<file path="src/rtl/bus_demux_pkg.sv">
// Shared definitions for the CPU data-side bus demultiplexer and its helpers.
// State encodings, default widths, the peripheral window base and the abort pattern.
package bus_demux_pkg;

   localparam int          DATA_W_DEF      = 32;
   localparam logic [31:0] PERIPH_BASE_DEF = 32'hFFFF_0000;
   localparam logic [31:0] ERR_DATA        = 32'hDEAD_BEEF;

   typedef enum logic [1:0] {
      IDLE  = 2'd0,
      ISSUE = 2'd1
   } state_t;

endpackage

</file>
<file path="src/rtl/bus_demux_if.sv">
// CPU-side and target-side signals of the data-bus demultiplexer.
// Handshake: a target completes a request in any cycle where its valid and ready are both 1.
interface bus_demux_if #(
   parameter int DATA_W = 32
);

   logic              cpu_req;
   logic              cpu_we;
   logic [DATA_W-1:0] cpu_addr;
   logic [DATA_W-1:0] cpu_wdata;
   logic              cpu_busy;
   logic [DATA_W-1:0] cpu_rdata;
   logic              cpu_done;
   logic              cpu_err;

   logic              a_valid;
   logic              a_we;
   logic [DATA_W-1:0] a_addr;
   logic [DATA_W-1:0] a_wdata;
   logic              a_ready;
   logic [DATA_W-1:0] a_rdata;

   logic              b_valid;
   logic              b_we;
   logic [DATA_W-1:0] b_addr;
   logic [DATA_W-1:0] b_wdata;
   logic              b_ready;
   logic [DATA_W-1:0] b_rdata;

   modport slave (
      input  cpu_req, cpu_we, cpu_addr, cpu_wdata,
      output cpu_busy, cpu_rdata, cpu_done, cpu_err,
      output a_valid, a_we, a_addr, a_wdata,
      input  a_ready, a_rdata,
      output b_valid, b_we, b_addr, b_wdata,
      input  b_ready, b_rdata
   );

   modport master (
      output cpu_req, cpu_we, cpu_addr, cpu_wdata,
      input  cpu_busy, cpu_rdata, cpu_done, cpu_err,
      input  a_valid, a_we, a_addr, a_wdata,
      output a_ready, a_rdata,
      input  b_valid, b_we, b_addr, b_wdata,
      output b_ready, b_rdata
   );

endinterface

</file>
<file path="src/rtl/bus_demux_timeout_ctr.sv">
// Wait-cycle counter for a bus master; expire flags the last permitted wait cycle.
// Reusable by any master that must abort a request to an unresponsive target.
module bus_timeout_ctr #(
   parameter int TIMEOUT = 15
) (
   input  logic clk,
   input  logic rst_n,
   input  logic clear,
   input  logic enable,
   output logic expire
);

   logic [7:0] cnt;

   always_ff @(posedge clk) begin
      if (!rst_n) begin
         cnt <= '0;
      end else if (clear) begin
         cnt <= '0;
      end else if (enable) begin
         cnt <= cnt + 8'd1;
      end
   end

   // Flagged one count early so the abort lands exactly TIMEOUT cycles after issue.
   assign expire = enable && (cnt == 8'(TIMEOUT - 1));

endmodule

</file>
<file path="src/rtl/bus_demux.sv">
// Routes one registered CPU data transaction to RAM (port A) or peripherals (port B)
// by address, stalls the CPU until the target answers, and aborts on timeout.
module bus_demux
   import bus_demux_pkg::*;
#(
   parameter int                DATA_W      = DATA_W_DEF,
   parameter logic [DATA_W-1:0] PERIPH_BASE = PERIPH_BASE_DEF,
   parameter int                TIMEOUT     = 15
) (
   input  logic             clk,
   input  logic             rst_n,
   bus_demux_if.slave       bus,
   output state_t           dbg_state
);

   state_t            state, state_nxt;
   logic              req_we, req_sel;
   logic [DATA_W-1:0] req_addr, req_wdata;
   logic              done_q, err_q, done_nxt, err_nxt;
   logic [DATA_W-1:0] rdata_q, rdata_nxt;
   logic              sel_ready, expire, issuing;
   logic [DATA_W-1:0] sel_rdata;

   assign issuing   = (state == ISSUE);
   assign sel_ready = req_sel ? bus.b_ready : bus.a_ready;
   assign sel_rdata = req_sel ? bus.b_rdata : bus.a_rdata;

   bus_timeout_ctr #(.TIMEOUT(TIMEOUT)) u_timeout (
      .clk    (clk),
      .rst_n  (rst_n),
      .clear  (!issuing),
      .enable (issuing && !sel_ready),
      .expire (expire)
   );

   always_ff @(posedge clk) begin
      if (!rst_n) begin
         state     <= IDLE;
         req_we    <= 1'b0;
         req_sel   <= 1'b0;
         req_addr  <= '0;
         req_wdata <= '0;
         done_q    <= 1'b0;
         err_q     <= 1'b0;
         rdata_q   <= '0;
      end else begin
         state   <= state_nxt;
         done_q  <= done_nxt;
         err_q   <= err_nxt;
         rdata_q <= rdata_nxt;
         if (state == IDLE && bus.cpu_req) begin
            req_we    <= bus.cpu_we;
            req_sel   <= (bus.cpu_addr >= PERIPH_BASE);
            req_addr  <= bus.cpu_addr;
            req_wdata <= bus.cpu_wdata;
         end
      end
   end

   always_comb begin
      state_nxt = state;
      done_nxt  = 1'b0;
      err_nxt   = 1'b0;
      rdata_nxt = rdata_q;
      case (state)
         IDLE: begin
            if (bus.cpu_req) state_nxt = ISSUE;
         end
         ISSUE: begin
            // A ready in the expiry cycle still completes normally.
            if (sel_ready) begin
               state_nxt = IDLE;
               done_nxt  = 1'b1;
               if (!req_we) rdata_nxt = sel_rdata;
            end else if (expire) begin
               state_nxt = IDLE;
               done_nxt  = 1'b1;
               err_nxt   = 1'b1;
               rdata_nxt = DATA_W'(ERR_DATA);
            end
         end
         default: state_nxt = IDLE;
      endcase
   end

   // Unselected port and idle ports present all-zero fields.
   assign bus.a_valid = issuing && !req_sel;
   assign bus.a_we    = bus.a_valid && req_we;
   assign bus.a_addr  = bus.a_valid ? req_addr  : '0;
   assign bus.a_wdata = bus.a_valid ? req_wdata : '0;
   assign bus.b_valid = issuing && req_sel;
   assign bus.b_we    = bus.b_valid && req_we;
   assign bus.b_addr  = bus.b_valid ? req_addr  : '0;
   assign bus.b_wdata = bus.b_valid ? req_wdata : '0;

   assign bus.cpu_busy  = issuing;
   assign bus.cpu_done  = done_q;
   assign bus.cpu_err   = err_q;
   assign bus.cpu_rdata = rdata_q;
   assign dbg_state     = state;

endmodule

</file>
<file path="src/flat_wrapper.sv">
// flat-port wrapper written by rule: the top's interface ports become plain ports
module bus_demux_flat import bus_demux_pkg::*;
#(
   parameter int                DATA_W      = DATA_W_DEF,
   parameter logic [DATA_W-1:0] PERIPH_BASE = PERIPH_BASE_DEF,
   parameter int                TIMEOUT     = 15
)
  (clk, rst_n, dbg_state, bus_cpu_req, bus_cpu_we, bus_cpu_addr, bus_cpu_wdata, bus_cpu_busy, bus_cpu_rdata, bus_cpu_done, bus_cpu_err, bus_a_valid, bus_a_we, bus_a_addr, bus_a_wdata, bus_a_ready, bus_a_rdata, bus_b_valid, bus_b_we, bus_b_addr, bus_b_wdata, bus_b_ready, bus_b_rdata);
  bus_demux_if #(.DATA_W(DATA_W)) bus_i ();
  input  logic clk;
  input  logic rst_n;
  output state_t dbg_state;
  input wire logic [$bits(bus_i.cpu_req)-1:0] bus_cpu_req;
  input wire logic [$bits(bus_i.cpu_we)-1:0] bus_cpu_we;
  input wire logic [$bits(bus_i.cpu_addr)-1:0] bus_cpu_addr;
  input wire logic [$bits(bus_i.cpu_wdata)-1:0] bus_cpu_wdata;
  output wire logic [$bits(bus_i.cpu_busy)-1:0] bus_cpu_busy;
  output wire logic [$bits(bus_i.cpu_rdata)-1:0] bus_cpu_rdata;
  output wire logic [$bits(bus_i.cpu_done)-1:0] bus_cpu_done;
  output wire logic [$bits(bus_i.cpu_err)-1:0] bus_cpu_err;
  output wire logic [$bits(bus_i.a_valid)-1:0] bus_a_valid;
  output wire logic [$bits(bus_i.a_we)-1:0] bus_a_we;
  output wire logic [$bits(bus_i.a_addr)-1:0] bus_a_addr;
  output wire logic [$bits(bus_i.a_wdata)-1:0] bus_a_wdata;
  input wire logic [$bits(bus_i.a_ready)-1:0] bus_a_ready;
  input wire logic [$bits(bus_i.a_rdata)-1:0] bus_a_rdata;
  output wire logic [$bits(bus_i.b_valid)-1:0] bus_b_valid;
  output wire logic [$bits(bus_i.b_we)-1:0] bus_b_we;
  output wire logic [$bits(bus_i.b_addr)-1:0] bus_b_addr;
  output wire logic [$bits(bus_i.b_wdata)-1:0] bus_b_wdata;
  input wire logic [$bits(bus_i.b_ready)-1:0] bus_b_ready;
  input wire logic [$bits(bus_i.b_rdata)-1:0] bus_b_rdata;
  assign bus_i.cpu_req = bus_cpu_req;
  assign bus_i.cpu_we = bus_cpu_we;
  assign bus_i.cpu_addr = bus_cpu_addr;
  assign bus_i.cpu_wdata = bus_cpu_wdata;
  assign bus_cpu_busy = bus_i.cpu_busy;
  assign bus_cpu_rdata = bus_i.cpu_rdata;
  assign bus_cpu_done = bus_i.cpu_done;
  assign bus_cpu_err = bus_i.cpu_err;
  assign bus_a_valid = bus_i.a_valid;
  assign bus_a_we = bus_i.a_we;
  assign bus_a_addr = bus_i.a_addr;
  assign bus_a_wdata = bus_i.a_wdata;
  assign bus_i.a_ready = bus_a_ready;
  assign bus_i.a_rdata = bus_a_rdata;
  assign bus_b_valid = bus_i.b_valid;
  assign bus_b_we = bus_i.b_we;
  assign bus_b_addr = bus_i.b_addr;
  assign bus_b_wdata = bus_i.b_wdata;
  assign bus_i.b_ready = bus_b_ready;
  assign bus_i.b_rdata = bus_b_rdata;
  bus_demux #(.DATA_W(DATA_W), .PERIPH_BASE(PERIPH_BASE), .TIMEOUT(TIMEOUT)) u_core (.clk(clk), .rst_n(rst_n), .bus(bus_i), .dbg_state(dbg_state));
endmodule
</file>
<file path="config.mk">
export PLATFORM = sky130hd
export DESIGN_NAME = bus_demux_flat
export DESIGN_NICKNAME = d
export VERILOG_FILES = /design/src/rtl/bus_demux_pkg.sv /design/src/rtl/bus_demux_if.sv /design/src/rtl/bus_demux_timeout_ctr.sv /design/src/rtl/bus_demux.sv /design/src/flat_wrapper.sv
export SDC_FILE = /design/constraint.sdc
export NUM_CORES = 1
export LEC_CHECK = 0
export ABC_CLOCK_PERIOD_IN_PS = 1600
export CORE_AREA = 2 2 118 120
export CTS_CLUSTER_SIZE = 16
export DETAILED_ROUTE_END_ITERATION = 16
export DIE_AREA = 0 0 120 122
export DONT_BUFFER_PORTS = 1
export GPL_TIMING_DRIVEN = 1
export SETUP_SLACK_MARGIN = 0.15
export SLEW_MARGIN = 15
export SYNTH_ARGS = -nofsm -noshare
export SYNTH_HDL_FRONTEND = slang
export SYNTH_SLANG_ARGS = --single-unit
</file>
<file path="constraint.sdc">
create_clock -name clk -period 1.6 [get_ports clk]
set_input_delay 0.24 -clock clk [delete_from_list [all_inputs] [get_ports clk]]
set_output_delay 0.24 -clock clk [all_outputs]
set_load 0.05 [all_outputs]
</file>
==> results.toml, run 1 <==
[sta]
final-max-slew-violation-count = 0
fmax_mhz = 583
finalSetupTns_ns = -10.04
finalHoldViolCount = 0
relSlewSlack_pct = 63.3
hold_slack_ns = 0.0227
rsz0062_at_grt = "yes"
fin_crit_sh_pct = 107
worst_slew_pin_slew_ns = 0.550
timing.final.crit_period_ns = 1.72
setup_ws_ns = -0.116
clock_skew_ns = 0.00445
setup_viol = 148

[placement]
dp_hpwl_mm = 10.9
place_inst = 767
numPortBuffers = 0
place_congestion = 0.752
pre_cts_slack_ns = 0.0403

[yosys]
synth_area_um2 = 5180
ys_ff_latch = 109
synth_area_leader_cell = "dfxtp_1"
synthCells = 614
ys_seq_area_share_pct = 42.1
synth_top_area_share_pct = 42.1
async_flop_share_pct = 0
yosys_warnings = 0
syn_area_per_cell_um2 = 8.44
synth_enable_flop_cells = 0
ys_types = 35
synth_nets = 750
synth_area_leaders = "dfxtp_1, nand2_1, and2_1"
synth_ff_type = "dfxtp_1"

[routing]
drt_first_pass_iters = 4
antenna_left = 0
wirelength_mm = 17.6
drc = 0
avgRoutedWirePerCell_um = 21.6
num_vias = 4594
vias_per_cell = 5.64
drtIter0Drc = 286

[grt]
antenna_found_initial = 0
overflow = 0
grt_pass1_vias = 4297
grt_pass1_wl_mm = 23.9
grt_max_degree = 60
grt_usage_pct = 21.1

[cts]
clockBufferDepth = 2
cts_buffers = 9
clock_latency_ns = 0.34
hold_buffers = 0
ctsRootBufferMaster = "clkbuf_16"
clk_pin_slew_worst_paths_ns = 0.07
htreeDepth = 3
cts.sinks = 109
cts_tree = "built"

[final_layout]
diodes = 0
nFillCells = 1187
drive_above_1_share_pct = 40.7
layout_common_cells = "nand2_1, dfxtp_1, a21oi_1"
final_common_cell = "nand2_1"
syn_to_final_growth_pct = 37.1
stdcell_count = 814
nets = 768

[min_path]
hold_depth = 2
hold_start = "bus_cpu_we"
min_to = "u_core.req_we"
holdCritPathClass = "in2reg"

[worst_setup_path]
start_kind = "flip-flop"
worstSetupEndpointType = "primary output"
worstPathCellList = "nor2b_4 > buf_6 > buf_12 > buf_16 > and2_4"
reg2reg_from = "u_core.req_sel"
crit_slowest_cell = "dfxtp_4"
path_max_fanout = 11
criticalPathCategory = "reg2out"
slowest_delay_ns = 0.38
arrival_ns = 1.48
reg2reg_slack_ns = -0.10
crit_path_start = "u_core.req_sel"
r2r_cells = 7
r2r-end = "u_core.bus.cpu_rdata[0]"
worstPathRequired_ns = 1.36

[power_and_ir_drop]
leakagePower_nw = 2.71
vdd_drop_max_mv = 0.480
power_mw = 6.43
powerDensity_nw_per_um2 = 905

[floorplan]
fp.dieArea_um2 = 14600
ios = 303
core_um2 = 13500
num_rows = 43
die_height_um = 122
initial_core_util_pct = 38.4
die_w_um = 120

[flow_run]
max_cap_viol_count = 0

[status]
failed_checks = "setup timing"
status = "finished with violations"
## per-stage QoR
stage | utilization (%) | instance area [µm²]
detailed placement | 44.7 | 6040
CTS | 49.5 | 6680
floorplan | - | 5670
finish | 52.6 | 7110
global route | 52.6 | 7110
global placement | 44.7 | 6040
## worst max-delay path, delay by kind of cell (launching register included)
kind	cells	cell delay, ns
simple gates	2	0.39
flops	1	0.38
buf+inv	3	0.36
## synth_stat cells (all sizes together) (5+ instances only)
library cell and instances:
nand2 135, dfxtp 109, a21oi 68, and2 67, and3 66, clkbuf 33, buf 26, mux2 25
o221a 24, mux2i 9, nand4 8, o2bb2ai 8, nor2 7, xor2 6, nand3 5
## worst max-delay path by stage
stage / to / slack [ns] / cells after the start
2_1_floorplan: bus_a_addr[20] / 0.07 / 3
3_3_place_gp: u_core.bus.cpu_rdata[0] / 0.15 / 3
3_5_place_dp: u_core.bus.cpu_rdata[8] / 0.04 / 4
4_1_cts: bus_a_wdata[30] / -0.14 / 5
5_1_grt: bus_a_wdata[25] / -0.18 / 5
6_report: bus_a_wdata[30] / -0.12 / 5
## repair_timing
item,4_1_cts,5_1_grt
gates resized for setup,37,29
setup buffers,7,9
cloned,7,11
pin swaps,27,12
hold endpoints to repair,0,0
setup endpoints to repair,164,228
## kinds of logic (layout without fill, tap and decap cells)
logic type	Yosys count	in the layout	synth area share, %
simple gates	297	298	29.4
flops	109	109	42.1
compound gates	104	104	13.9
buf+inv	61	80	5.82
mux	34	34	7.24
xor+xnor	6	6	1.01
fa+ha+maj	2	2	0.483
other cells	1	1	0.0723
## final cells by class
class	instances	area, µm²	area share (%)
well taps	180	225	3.17
inverters	2	7.51	0.106
clock inverters	2	35.0	0.493
multi-input cells	445	3300	46.4
clock buffers	11	254	3.57
flip-flops and latches	109	2190	30.8
repair buffers	65	1100	15.5
## flip-flops by register name, summed over array words and instances, names as in the netlist
| register | cells |
|---|---|
| u_core.bus.cpu_rdata | 32 |
| u_core.req_addr | 32 |
| u_core.req_wdata | 32 |
| u_core.u_timeout.cnt | 8 |
| u_core.bus.cpu_done | 1 |
| u_core.bus.cpu_err | 1 |
| u_core.dbg_state | 1 |
| u_core.req_sel | 1 |
| u_core.req_we | 1 |
## layer usage
layer / up-vias / share of wire, % / GRT usage [%]
met4: 0 / 1.5 / 7.72
met5: - / 0 / 0
met1: 2220 / 40 / 25.0
li1: 2143 / - / -
met2: 214 / 50 / 36.4
met3: 17 / 7.7 / 5.81
## report_power, final
group	total [mW]	internal (mW)	switching (mW)
registers	3.12	2.85	0.267
clock network	2.23	1.28	0.948
logic	1.08	0.487	0.593
total	6.43	4.62	1.81
(Power assumes the default switching activity.)
==> run 2, diff against run 1 <==
- CORE_AREA: 2 2 118 120 -> 2 2 117 119
- DIE_AREA: 0 0 120 122 -> 0 0 119 121
- SYNTH_HIERARCHICAL: unset -> 1
==> results.toml, run 2 <==
[placement]
place_inst = 790
dp_hpwl_mm = 10.8
dpl-instance-area_um2 = 6380
place_congestion = 0.750
numPortBuffers = 0
pre_cts_slack_ns = -0.304

[routing]
antenna_left = 0
wirelength_mm = 21.1
vias_per_cell = 5.77
avgRoutedWirePerCell_um = 23.7
drt_first_pass_iters = 4
num_vias = 5133
drc = 0
drtIter0Drc = 261

[power_and_ir_drop]
leakagePower_nw = 3.59
swShare_pct = 29.2
power_mw = 6.84
powerDensity_nw_per_um2 = 763
power_frac_seq_pct = 45.6
vdd_drop_max_mv = 0.631
power_switching_mw = 2.00
pwr-share-comb_pct = 21.4
p_clk_share_pct = 32.9
p_int_mw = 4.84

[yosys]
ys_seq_area_share_pct = 40.5
syn_area_per_cell_um2 = 8.47
synth_area_leader_cell = "dfxtp_1"
async_flop_share_pct = 0
synth.most_common_cell = "nand2_1"
synth_enable_flop_cells = 0
ys_ff_latch = 109
synth_ff_type = "dfxtp_1"
synth_nets = 772
synthCells = 636
synth_area_leaders = "dfxtp_1, nand2_1, a21boi_0"
synthTopCellsByCount = "nand2_1, dfxtp_1, and2_1"
ys_types = 37
synth_top_area_share_pct = 40.5
yosys_warnings = 6
synth_area_um2 = 5390

[sta]
finalSetupTns_ns = -44.67
relSlewSlack_pct = 61.6
worst_slew_pin_slew_ns = 0.576
fmax_mhz = 502
setup_ws_ns = -0.393
fin_crit_sh_pct = 125
rsz0062_at_grt = "yes"
timing.final.crit_period_ns = 1.99
hold_slack_ns = 0.00545
final-max-slew-violation-count = 0
setup_viol = 170
finalHoldViolCount = 0
clock_skew_ns = 0.00748

[grt]
grt_pass1_vias = 4584
overflow = 0
grt_max_degree = 112
antenna_found_initial = 0
grt_pass1_wl_mm = 26.3
grt_usage_pct = 23.6

[floorplan]
core_um2 = 13100
ios = 303
initial_core_util_pct = 41.2
die_height_um = 121
num_rows = 42
fp.dieArea_um2 = 14400
die_w_um = 119

[final_layout]
stdcell_count = 890
layout_common_cells = "dfxtp_1, nand2_1, and2_4"
drive_above_1_share_pct = 60.1
post-route-util_pct = 68.5
nFillCells = 938
diodes = 0
postLayoutCellArea_um2 = 8960
final_common_cell = "dfxtp_1"
syn_to_final_growth_pct = 66.4
nets = 846

[worst_setup_path]
critPathBufInv = 3
slowest_delay_ns = 0.47
worstPathCellList = "inv_2 > ha_1 > or4b_4 > nor3_4 > nand2_2 > mux2i_4 > buf_6 > clkbuf_16 > o221a_1"
path_max_fanout = 6
start_kind = "flip-flop"
worstPathRequired_ns = 1.89
arrival_ns = 2.28
reg2reg_slack_ns = -0.39
criticalPathCategory = "reg2reg"
crit_family = "simple AND/OR/NAND/NOR gates"
worstSetupEndpointType = "flip-flop"
crit_slowest_cell = "or4b_4"

[min_path]
holdCritPathClass = "in2reg"

[cts]
ctsRootBufferMaster = "clkbuf_16"
clk_pin_slew_worst_paths_ns = 0.07
clock_latency_ns = 0.35
cts.sinks = 109
cts_tree = "built"
clockBufferDepth = 2
cts_buffers = 9
htreeDepth = 3

[flow_run]
max_cap_viol_count = 0

[status]
status = "finished with violations"
failed_checks = "setup timing"
-- run 2: cell types whose count changed after synthesis, sizes merged, moves of 3 or more --
cell | previous run | this run
or3 | 0 | 3
mux2i | 9 | 2
nand2 | 135 | 151
o2bb2ai | 8 | 0
o22ai | 0 | 8
nand4 | 8 | 5
clkbuf | 33 | 38
a21boi | 0 | 66
a21oi | 68 | 4
mux2 | 25 | 32
xor2 | 6 | 3
-- run 2: what timing repair did --
action,in CTS,in global routing
hold buffers,0,4
pin swaps,19,125
endpoints found under the setup margin,180,235
hold endpoints to repair,0,4
buffers inserted,23,19
gates resized for setup,104,220
gates cloned,18,21
-- run 2: power by group through the flow --
stage               combinational (mW)  clock (mW)  sequential, mW
finish                            1.47        2.25            3.12
global route                      1.52        2.40            3.13
CTS                               1.03        2.29            3.11
detailed placement               0.778           0            3.17
global placement                 0.760           0            3.17
floorplan                        0.650           0            3.15
-- run 2: layout make-up --
class                   instances  area (µm²)  area share, %
clock inverters                 4        48.8          0.544
inverters                       3        16.3          0.181
flip-flops and latches        109        2190           24.5
well taps                     176         220           2.46
clock buffers                  11         243           2.71
multi-input cells             462        4050           45.1
repair buffers                125        2200           24.5
-- run 2: worst register-to-register path: stages, from the launching register on --
cell       delay (ns)
dfxtp_2          0.33
inv_2            0.04
ha_1             0.12
or4b_4           0.47
nor3_4           0.22
nand2_2          0.09
mux2i_4          0.20
buf_6            0.15
clkbuf_16        0.14
o221a_1          0.18
-- run 2: metal layers --
layer	GRT usage, %	wire length (µm)	vias up
li1	-	-	2325
met5	0	0	-
met3	4.61	1100	29
met1	27.9	8520	2555
met4	8.04	376	0
met2	42.7	11100	224
-- run 2: logic make-up after synthesis --
| logic type | synth area share, % |
|---|---|
| simple gates | 29.1 |
| compound gates | 16.1 |
| mux | 7.20 |
| flops | 40.5 |
| fa+ha+maj | 0.465 |
| xor+xnor | 0.651 |
| other cells | 0.0696 |
| buf+inv | 5.88 |
-- run 2: worst paths after layout --
path / from / cells after the start / end
setup / recovery: u_core/u_timeout/cnt[0] / 9 / u_core/bus.cpu_rdata[23]
setup reg to reg: u_core/u_timeout/cnt[0] / 9 / u_core/bus.cpu_rdata[23]
hold reg to reg: u_core/req_addr[14] / 2 / u_core/req_addr[14]
hold / removal: bus_cpu_addr[26] / 2 / u_core/req_addr[26]
